## src/rtl/i2c_slave_regs.sv

```systemverilog
// I2C register-pointer target: oversampled SCL/SDA, open-drain SDA drive,
// single-port register-file interface toward on-chip registers.
module i2c_slave_regs #(
   parameter int unsigned SYNC_STAGES = 2,
   parameter int unsigned AUTO_INC    = 1
) (
   input  logic       clk,
   input  logic       reset,
   input  logic       scl_in,
   input  logic       sda_in,
   output logic       sda_oe,
   input  logic [6:0] dev_add,
   output logic [7:0] reg_addr,
   output logic [7:0] reg_wr_data,
   output logic       reg_wr,
   input  logic [7:0] reg_rd_data,
   output logic       reg_rd,
   output logic       busy,
   output logic       nack_seen
);

   localparam logic [7:0] PTR_STEP = (AUTO_INC != 0) ? 8'd1 : 8'd0;

   typedef enum logic [3:0] {
      ST_IDLE,
      ST_ADDR,
      ST_ADDR_ACK,
      ST_PTR,
      ST_PTR_ACK,
      ST_WR,
      ST_WR_ACK,
      ST_RD,
      ST_RD_MACK
   } state_t;

   logic [SYNC_STAGES-1:0] r_scl_sync;
   logic [SYNC_STAGES-1:0] r_sda_sync;
   logic                   r_scl_p;
   logic                   r_sda_p;
   logic                   w_scl_s;
   logic                   w_sda_s;
   logic                   w_scl_rise;
   logic                   w_scl_fall;
   logic                   w_start;
   logic                   w_stop;

   state_t     r_state,     w_state_nxt;
   logic [3:0] r_bit_cnt,   w_bit_cnt_nxt;
   logic [7:0] r_shift,     w_shift_nxt;
   logic [7:0] r_tx,        w_tx_nxt;
   logic       r_sda_oe,    w_sda_oe_nxt;
   logic [7:0] r_reg_addr,  w_reg_addr_nxt;
   logic [7:0] r_wr_data,   w_wr_data_nxt;
   logic       r_reg_wr,    w_reg_wr_nxt;
   logic       r_reg_rd,    w_reg_rd_nxt;
   logic       r_busy,      w_busy_nxt;
   logic       r_nack_seen, w_nack_seen_nxt;
   logic       r_inc_pend,  w_inc_pend_nxt;
   logic [7:0] w_byte;

   // Synchronize pad inputs; reset to the idle-high bus level so no false edge appears
   always_ff @(posedge clk) begin
      if (reset) begin
         r_scl_sync <= '1;
         r_sda_sync <= '1;
         r_scl_p    <= 1'b1;
         r_sda_p    <= 1'b1;
      end else begin
         r_scl_sync <= {r_scl_sync[SYNC_STAGES-2:0], scl_in};
         r_sda_sync <= {r_sda_sync[SYNC_STAGES-2:0], sda_in};
         r_scl_p    <= r_scl_sync[SYNC_STAGES-1];
         r_sda_p    <= r_sda_sync[SYNC_STAGES-1];
      end
   end

   assign w_scl_s    = r_scl_sync[SYNC_STAGES-1];
   assign w_sda_s    = r_sda_sync[SYNC_STAGES-1];
   assign w_scl_rise = w_scl_s & ~r_scl_p;
   assign w_scl_fall = ~w_scl_s & r_scl_p;
   assign w_start    = w_scl_s & r_sda_p & ~w_sda_s;
   assign w_stop     = w_scl_s & ~r_sda_p & w_sda_s;
   assign w_byte     = {r_shift[6:0], w_sda_s};

   // State and datapath registers
   always_ff @(posedge clk) begin
      if (reset) begin
         r_state     <= ST_IDLE;
         r_bit_cnt   <= '0;
         r_shift     <= '0;
         r_tx        <= '0;
         r_sda_oe    <= 1'b0;
         r_reg_addr  <= '0;
         r_wr_data   <= '0;
         r_reg_wr    <= 1'b0;
         r_reg_rd    <= 1'b0;
         r_busy      <= 1'b0;
         r_nack_seen <= 1'b0;
         r_inc_pend  <= 1'b0;
      end else begin
         r_state     <= w_state_nxt;
         r_bit_cnt   <= w_bit_cnt_nxt;
         r_shift     <= w_shift_nxt;
         r_tx        <= w_tx_nxt;
         r_sda_oe    <= w_sda_oe_nxt;
         r_reg_addr  <= w_reg_addr_nxt;
         r_wr_data   <= w_wr_data_nxt;
         r_reg_wr    <= w_reg_wr_nxt;
         r_reg_rd    <= w_reg_rd_nxt;
         r_busy      <= w_busy_nxt;
         r_nack_seen <= w_nack_seen_nxt;
         r_inc_pend  <= w_inc_pend_nxt;
      end
   end

   // Next-state and output logic; bus conditions override bit processing
   always_comb begin
      w_state_nxt     = r_state;
      w_bit_cnt_nxt   = r_bit_cnt;
      w_shift_nxt     = r_shift;
      w_tx_nxt        = r_tx;
      w_sda_oe_nxt    = r_sda_oe;
      w_reg_addr_nxt  = r_reg_addr;
      w_wr_data_nxt   = r_wr_data;
      w_reg_wr_nxt    = 1'b0;
      w_reg_rd_nxt    = 1'b0;
      w_busy_nxt      = r_busy;
      w_nack_seen_nxt = r_nack_seen;
      w_inc_pend_nxt  = 1'b0;

      // Post-write pointer step lands the cycle after the write strobe
      if (r_inc_pend) begin
         w_reg_addr_nxt = r_reg_addr + PTR_STEP;
      end

      if (w_start) begin
         w_state_nxt     = ST_ADDR;
         w_bit_cnt_nxt   = '0;
         w_sda_oe_nxt    = 1'b0;
         w_nack_seen_nxt = 1'b0;
         w_busy_nxt      = 1'b0;
      end else if (w_stop) begin
         w_state_nxt   = ST_IDLE;
         w_bit_cnt_nxt = '0;
         w_sda_oe_nxt  = 1'b0;
         w_busy_nxt    = 1'b0;
      end else begin
         unique case (r_state)
            ST_IDLE: ;

            ST_ADDR: begin
               if (w_scl_rise) begin
                  w_shift_nxt = w_byte;
                  if (r_bit_cnt == 4'd7) begin
                     w_bit_cnt_nxt = '0;
                     if ((w_byte[7:1] == dev_add) && (dev_add != '0)) begin
                        w_state_nxt = ST_ADDR_ACK;
                        w_busy_nxt  = 1'b1;
                     end else begin
                        w_state_nxt = ST_IDLE;
                     end
                  end else begin
                     w_bit_cnt_nxt = r_bit_cnt + 4'd1;
                  end
               end
            end

            // ACK states: first SCL fall asserts the ACK, the second releases it.
            // r_sda_oe doubles as the phase flag because it is never set on entry.
            ST_ADDR_ACK, ST_PTR_ACK, ST_WR_ACK: begin
               if (w_scl_fall) begin
                  if (!r_sda_oe) begin
                     w_sda_oe_nxt = 1'b1;
                  end else begin
                     w_sda_oe_nxt = 1'b0;
                     if (r_state == ST_ADDR_ACK) begin
                        if (r_shift[0]) begin
                           w_tx_nxt      = reg_rd_data;
                           w_reg_rd_nxt  = 1'b1;
                           w_sda_oe_nxt  = ~reg_rd_data[7];
                           w_bit_cnt_nxt = '0;
                           w_state_nxt   = ST_RD;
                        end else begin
                           w_state_nxt = ST_PTR;
                        end
                     end else begin
                        w_state_nxt = ST_WR;
                     end
                  end
               end
            end

            ST_PTR: begin
               if (w_scl_rise) begin
                  w_shift_nxt = w_byte;
                  if (r_bit_cnt == 4'd7) begin
                     w_bit_cnt_nxt  = '0;
                     w_reg_addr_nxt = w_byte;
                     w_state_nxt    = ST_PTR_ACK;
                  end else begin
                     w_bit_cnt_nxt = r_bit_cnt + 4'd1;
                  end
               end
            end

            ST_WR: begin
               if (w_scl_rise) begin
                  w_shift_nxt = w_byte;
                  if (r_bit_cnt == 4'd7) begin
                     w_bit_cnt_nxt  = '0;
                     w_wr_data_nxt  = w_byte;
                     w_reg_wr_nxt   = 1'b1;
                     w_inc_pend_nxt = 1'b1;
                     w_state_nxt    = ST_WR_ACK;
                  end else begin
                     w_bit_cnt_nxt = r_bit_cnt + 4'd1;
                  end
               end
            end

            // Bit count here counts bits already clocked out by the master
            ST_RD: begin
               if (w_scl_rise) begin
                  w_bit_cnt_nxt = r_bit_cnt + 4'd1;
               end else if (w_scl_fall) begin
                  if (r_bit_cnt == 4'd8) begin
                     w_sda_oe_nxt  = 1'b0;
                     w_bit_cnt_nxt = '0;
                     w_state_nxt   = ST_RD_MACK;
                  end else begin
                     w_tx_nxt     = {r_tx[6:0], 1'b0};
                     w_sda_oe_nxt = ~r_tx[6];
                  end
               end
            end

            // Bit count 1 marks a master ACK awaiting the next SCL fall
            ST_RD_MACK: begin
               if (w_scl_rise) begin
                  w_reg_addr_nxt = r_reg_addr + PTR_STEP;
                  if (w_sda_s) begin
                     w_nack_seen_nxt = 1'b1;
                     w_state_nxt     = ST_IDLE;
                  end else begin
                     w_bit_cnt_nxt = 4'd1;
                  end
               end else if (w_scl_fall && (r_bit_cnt == 4'd1)) begin
                  w_tx_nxt      = reg_rd_data;
                  w_reg_rd_nxt  = 1'b1;
                  w_sda_oe_nxt  = ~reg_rd_data[7];
                  w_bit_cnt_nxt = '0;
                  w_state_nxt   = ST_RD;
               end
            end

            default: w_state_nxt = ST_IDLE;
         endcase
      end
   end

   assign sda_oe      = r_sda_oe;
   assign reg_addr    = r_reg_addr;
   assign reg_wr_data = r_wr_data;
   assign reg_wr      = r_reg_wr;
   assign reg_rd      = r_reg_rd;
   assign busy        = r_busy;
   assign nack_seen   = r_nack_seen;

endmodule

```

## config.mk

```make
export PLATFORM = sky130hd
export DESIGN_NAME = i2c_slave_regs
export DESIGN_NICKNAME = d
export VERILOG_FILES = /design/src/rtl/i2c_slave_regs.sv
export SDC_FILE = /design/constraint.sdc
export NUM_CORES = 1
export LEC_CHECK = 0
export CAP_MARGIN = 20
export CELL_PAD_IN_SITES_DETAIL_PLACEMENT = 0
export CELL_PAD_IN_SITES_GLOBAL_PLACEMENT = 1
export CORE_ASPECT_RATIO = 0.7
export CORE_MARGIN = 5
export CORE_UTILIZATION = 41
export CTS_CLUSTER_DIAMETER = 30
export CTS_CLUSTER_SIZE = 10
export DETAILED_ROUTE_END_ITERATION = 6
export PLACE_DENSITY = 0.78
export REMOVE_ABC_BUFFERS = 1
export SYNTH_ARGS = -nofsm -noshare
export SYNTH_HDL_FRONTEND = slang
export SYNTH_SLANG_ARGS = --single-unit
export TNS_END_PERCENT = 1
```

## constraint.sdc

```tcl
create_clock -name clk -period 2.7 [get_ports clk]
set_input_delay 0.81 -clock clk [delete_from_list [all_inputs] [get_ports clk]]
set_output_delay 0.81 -clock clk [all_outputs]
set_load 0.01 [all_outputs]
```

==> flow_metrics.tcl, run 1 <==
set metrics [dict create \
    outcome "completed" \
    grt_first_pass_wirelength_mm 12.39 \
    drv_slew 0 \
    yosys_most_used_dff "dfxtp_1" \
    cts.clk_slew.worst_paths_ns 0.10 \
    critPathMaxFanout 17 \
    critPathArrivalTime_ns 2.53 \
    via_per_inst 5.555 \
    cts_tree "yes" \
    static-leakage-power_uw 0.001356 \
    coreArea_mm2 0.006819 \
    design.portCount 40 \
    slew-limit-headroom_pct 57.53 \
    hpwl_mm 5.636 \
    routed.top_layer "met4" \
    clock-skew-final_ns 0.005935 \
    synth_area_leader_cell "dfxtp_1" \
    cts.htree.levels 2 \
    die-width_um 110.5 \
    post_synth_instance_area_mm2 0.002899 \
    yosysTopAreaCellShare_pct 33.84 \
    synth-edff-count 0 \
    resized_after_cts 0 \
    sequential_to_total_area_share_from_yosys_stat_pct 33.84 \
    critical_path.startpoint_type "register" \
    filler_cell_count 672 \
    timing.max_cap.violations 0 \
    vias_in_the_first_global_route 2460 \
    post_synth.cell_area_avg_um2 8.552 \
    met3WireLength_um 498 \
    die_height_um 80.36 \
    fp-row-count 25 \
    worstPathRequired_ns 2.91 \
    clkLatencyLatePin_ns 0.31 \
    synthMostInstantiatedCell "dfxtp_1" \
    timing.final.crit_share_pct 85.80 \
    route.met2.wl_mm 3.146 \
    final.hold.worst_slack_ns 0.4190 \
    power_density_over_cell_area_mw_per_mm2 417.0 \
    wl_met1_mm 3.925 \
    cts.sink_count 49 \
    routed_wl_mm 7.624 \
    fin_setup_tns_ns 0 \
    area_growth_synth_to_finish_pct 21.80 \
    dr_total_vias 2611 \
    final-hold-violation-count 0 \
    initial_utilization_pct 42.51 \
    timing_worst_setup_path_type "register to register" \
    final_core_util_pct 51.78 \
    global_route.usage.total_pct 17.13 \
    cts_hold_buffers 0 \
    port-buffer-count 39 \
    ys_seq_elements 49 \
    cts_root_buffer "clkbuf_8" \
    postCtsSetupRepairBufs 0 \
    worstHoldPathType "register to register" \
    router_iterations_before_antenna_repair 4 \
    drive_above_1_share_pct 9.574 \
    global_route.overflow_total 0 \
    async_reset_ff_share_pct 0 \
    ys_warn_count 0 \
    power.ir.vdd_worst_v 0.0002381 \
    rsz0062_at_grt "no" \
    globalplace.congestion 0.8223 \
    synthesis.instances 339 \
    period_needed_ns 2.317 \
    grt_antenna_before_repair 0 \
    grt_max_degree 37 \
    drt_iter0_markers 208 \
    final_antenna_diode_count 0 \
    detail_route.drc_violations 0 \
    post_drt_wl_per_cell_um 16.22 \
    tritoncts.num_buffers 5 \
    setup-violations-final 0 \
    maximum_number_of_buffers_from_clock_root_to_sink 2 \
    synth_top_cells_by_count "dfxtp_1 (49), nor2_1 (38), mux2i_1 (23), nand2_1 (18), clkbuf_1 (14)" \
    yosys.cell_types.count 61 \
    max_slew.worst_pin.slew_ns 0.6285 \
    design.die.area_mm2 0.008880 \
    endpoint_kind "register" \
    yosys-top-cells-area "dfxtp_1 (34%), mux2i_1 (7.9%), nor2_1 (4.9%)" \
    final_net_count 400 \
    max_freq_mhz 431.7 \
    detail-route-antenna-nets 0 \
]
## per-layer routing
| layer | vias to the layer above | GRT usage [%] |
|---|---|---|
| met5 | - | 0 |
| met4 | 0 | 4.305 |
| met3 | 7 | 4.443 |
| met2 | 60 | 24.58 |
| met1 | 1227 | 25.20 |
| li1 | 1317 | - |
## sequential cells by signal (all words and copies together), names as in the netlist
name / flops
r_state: 4
r_scl_sync: 2
busy: 1
r_inc_pend: 1
reg_addr: 8
nack_seen: 1
r_shift: 7
r_sda_p: 1
sda_oe: 1
r_bit_cnt: 4
reg_rd: 1
r_scl_p: 1
r_sda_sync: 2
r_tx: 7
reg_wr_data: 8
## power by group
group          total [uW]  switching [uW]  internal (uW)
Clock                 556             273            283
Sequential            750            19.6            730
Combinational         166            86.8           79.4
Total                1470             379           1090
## area by class of cell
type,instances,area (um^2),share of cell area (%)
multi-input combinational,258,1774,50.25
sequential,49,980.9,27.78
timing repair buffer,54,515.5,14.60
tap,94,117.6,3.331
clock buffer,5,68.82,1.949
clock inverter,3,47.55,1.347
inverter,7,26.28,0.7442
## metrics by stage
stage	area [um^2]	power [uW]	worst slack [ns]	instances
global route	3531	1536	0.2403	470
global placement	3415	927.1	0.1668	462
CTS	3531	1483	0.3965	470
finish	3531	1472	0.3833	470
floorplan	2781	846.3	0.5849	314
detailed placement	3415	929.9	0.1621	462
## path summary, 6_finish.rpt
kind                                  from                        end  slack [ns]  depth (start not counted)
setup / recovery   r_state[1]$_SDFFE_PP0P_  r_bit_cnt[2]$_SDFFE_PP0P_        0.38                          5
hold / removal    r_sda_sync[0]$_SDFF_PP1_   r_sda_sync[1]$_SDFF_PP1_        0.42                          1
setup reg to reg   r_state[1]$_SDFFE_PP0P_  r_bit_cnt[2]$_SDFFE_PP0P_        0.38                          5
hold reg to reg   r_sda_sync[0]$_SDFF_PP1_   r_sda_sync[1]$_SDFF_PP1_        0.42                          1
## logic make-up (layout without fill, tap and decap cells)
group                      Yosys count  count (layout)  share of synthesized area (%)
and+or+nand+nor                    130             130                          24.64
buffers and inverters               32              69                          4.963
DFF                                 49              49                          33.84
xor gates and xnor gates            20              20                          6.042
adders and majority gates            6               6                          2.589
AOI/OAI and AO/OA                   77              77                          19.21
muxes                               25              25                          8.718
## critical path, cell delays in order, from the launching register on
cell     delay [ns]
dfxtp_1        0.51
nor4b_4        0.65
o21ai_1        0.18
a22o_1         0.32
o311a_1        0.36
a41o_1         0.20
## placed cells by master (no fill, tap or decap), types with 5 or more instances in the layout
cell type         n
or2_2             6
nor2_1           38
a22o_1            6
o21ai_0          13
nand2_1          18
xnor2_1          11
nor2b_1           9
mux2i_1          23
dfxtp_1          49
nand2b_1          8
buf_4            14
a21oi_1          13
ha_1              6
clkdlybuf4s50_1  39
o41ai_1           6
a22oi_1           9
nand4_1           6
xor2_1            9
clkbuf_8          5
nand3_1          12
nor3_1           10
inv_1             7
Power figures use the tool's default switching activity.
==> run 2, diff against run 1 <==
--- a/config.mk
+++ b/config.mk
@@ -12,7 +12,6 @@
 export CORE_MARGIN = 5
 export CORE_UTILIZATION = 41
 export CTS_CLUSTER_DIAMETER = 30
-export CTS_CLUSTER_SIZE = 10
 export DETAILED_ROUTE_END_ITERATION = 6
 export PLACE_DENSITY = 0.78
 export REMOVE_ABC_BUFFERS = 1
==> results of run 2 <==
No change in the layout: final DEF, timing and power equal those of run 1.
==> run 3, diff against run 2 <==
--- a/config.mk
+++ b/config.mk
@@ -5,7 +5,7 @@
 export SDC_FILE = /design/constraint.sdc
 export NUM_CORES = 1
 export LEC_CHECK = 0
-export CAP_MARGIN = 20
+export ABC_CLOCK_PERIOD_IN_PS = 2400
 export CELL_PAD_IN_SITES_DETAIL_PLACEMENT = 0
 export CELL_PAD_IN_SITES_GLOBAL_PLACEMENT = 1
 export CORE_ASPECT_RATIO = 0.7
==> constraint.sdc (replaced) <==
create_clock -name clk -period 2.4 [get_ports clk]
set_input_delay 0.72 -clock clk [delete_from_list [all_inputs] [get_ports clk]]
set_output_delay 0.72 -clock clk [all_outputs]
set_load 0.01 [all_outputs]
==> flow_metrics.tcl, run 3 (synthesis results as in run 1) <==
set metrics [dict create \
    outcome "completed" \
    die_height_um 80.36 \
    clkLatencyLatePin_ns 0.31 \
    drt_iter0_markers 206 \
    timing_worst_setup_path_type "register to register" \
    setup-violations-final 0 \
    drv_slew 0 \
    cts.htree.levels 2 \
    postCtsSetupRepairBufs 0 \
    fp-row-count 25 \
    timing.final.crit_share_pct 91.53 \
    grt_antenna_before_repair 0 \
    cell_depth_of_the_worst_min_delay_path 1 \
    die-width_um 110.5 \
    dr_total_vias 2712 \
    cts.sink_count 49 \
    timing.max_cap.violations 0 \
    final_core_util_pct 53.12 \
    cts.clk_slew.worst_paths_ns 0.10 \
    maximum_number_of_buffers_from_clock_root_to_sink 2 \
    hold_path_end "r_sda_sync[1]$_SDFF_PP1_" \
    rr_startpoint "r_state[0]$_SDFFE_PP0P_" \
    final-hold-violation-count 0 \
    resized_after_cts 0 \
    design.die.area_mm2 0.008880 \
    global_route.overflow_total 0 \
    slew-limit-headroom_pct 61.32 \
    dpl-instance-area_mm2 0.003537 \
    cts_hold_buffers 0 \
    coreArea_mm2 0.006819 \
    worstHoldPathType "register to register" \
    layout.cells.most_common "dfxtp_1" \
    critPathArrivalTime_ns 2.45 \
    routed_wl_mm 7.919 \
    drive_above_1_share_pct 13.49 \
    grt_first_pass_wirelength_mm 13.20 \
    period_needed_ns 2.197 \
    r2r.worst_path.cells 6 \
    global_route.usage.total_pct 18.30 \
    initial_utilization_pct 42.51 \
    final_net_count 418 \
    detail-route-antenna-nets 0 \
    power.ir.vdd_worst_v 0.0002537 \
    max_freq_mhz 455.2 \
    grt_max_degree 29 \
    critPathMaxFanout 12 \
    detail_route.drc_violations 0 \
    static-leakage-power_uw 0.001425 \
    cts_root_buffer "clkbuf_8" \
    cts_tree "yes" \
    globalplace.congestion 0.8153 \
    router_iterations_before_antenna_repair 4 \
    worstPathRequired_ns 2.65 \
    vias_in_the_first_global_route 2614 \
    rsz0062_at_grt "no" \
    port-buffer-count 39 \
    filler_cell_count 683 \
    power_density_over_cell_area_mw_per_mm2 425.8 \
    final_antenna_diode_count 0 \
    regToRegEndpoint "r_state[0]$_SDFFE_PP0P_" \
    rrSetupSlack_ns 0.20 \
    area_growth_synth_to_finish_pct 24.95 \
    max_slew.worst_pin.slew_ns 0.5656 \
    fin_total_pwr_uw 1542 \
    via_per_inst 5.569 \
    tritoncts.num_buffers 5 \
    final_cell_area_mm2 0.003622 \
    design.portCount 40 \
    critical_path.startpoint_type "register" \
    mostFrequentLayoutCells "dfxtp_1 (49), clkdlybuf4s50_1 (39), nor2_1 (38), buf_4 (33), mux2i_1 (23)" \
    worstHoldStart "r_sda_sync[0]$_SDFF_PP1_" \
    hpwl_mm 5.919 \
    clock-skew-final_ns 0.007743 \
    endpoint_kind "register" \
    post_drt_wl_per_cell_um 16.26 \
]
## run 3: metrics by stage
step / worst slack [ns] / hold WS (ns) / instances / TNS, ns
finish: 0.2034 / 0.4195 / 487 / 0
global route: 0.001786 / 0.4505 / 487 / 0
CTS: 0.2086 / 0.4241 / 487 / 0
detailed placement: -0.05938 / 0.3971 / 480 / -0.05938
global placement: -0.02555 / 0.3911 / 480 / -0.02555
floorplan: 0.2849 / 0.3895 / 314 / 0
## run 3: worst max path at each step
stage / from / endpoint / slack, ns / cells after the start
5_1_grt: r_scl_sync[1]$_SDFF_PP1_ / r_bit_cnt[0]$_SDFFE_PP0P_ / 0.002 / 7
3_5_place_dp: dev_add[1] / r_state[1]$_SDFFE_PP0P_ / -0.06 / 7
2_1_floorplan: r_state[0]$_SDFFE_PP0P_ / r_tx[0]$_SDFFE_PP0P_ / 0.28 / 5
4_1_cts: r_state[0]$_SDFFE_PP0P_ / r_state[0]$_SDFFE_PP0P_ / 0.21 / 6
6_report: r_state[0]$_SDFFE_PP0P_ / r_state[0]$_SDFFE_PP0P_ / 0.20 / 6
3_3_place_gp: dev_add[0] / r_state[1]$_SDFFE_PP0P_ / -0.03 / 7
## run 3: power breakdown
part	switching, uW	internal, uW
Combinational	100	99.3
Sequential	19.7	821
Clock	299	202
Total	420	1120
## run 3: worst max-delay path, stage by stage, from the launching register on
cell and delay, ns:
dfxtp_1 0.46, buf_4 0.21, or4b_1 0.49, nor2_1 0.32, a221oi_1 0.21, a21oi_1 0.25
mux2i_1 0.19
## run 3: cell type report
class | count | area, um^2 | area share (%)
repair buffers | 72 | 638.1 | 17.62
flip-flops and latches | 49 | 980.9 | 27.08
inverters | 7 | 26.28 | 0.7254
multi-input cells | 258 | 1774 | 48.98
clock inverters | 2 | 16.27 | 0.4491
well taps | 94 | 117.6 | 3.247
clock buffers | 5 | 68.82 | 1.900
## run 3: metal layers
layer  part of all wire, %  global-route usage [%]
met5                     0                       0
met4                   1.5                   5.043
met3                   6.3                   3.087
met2                    42                   27.00
met1                    51                   27.21
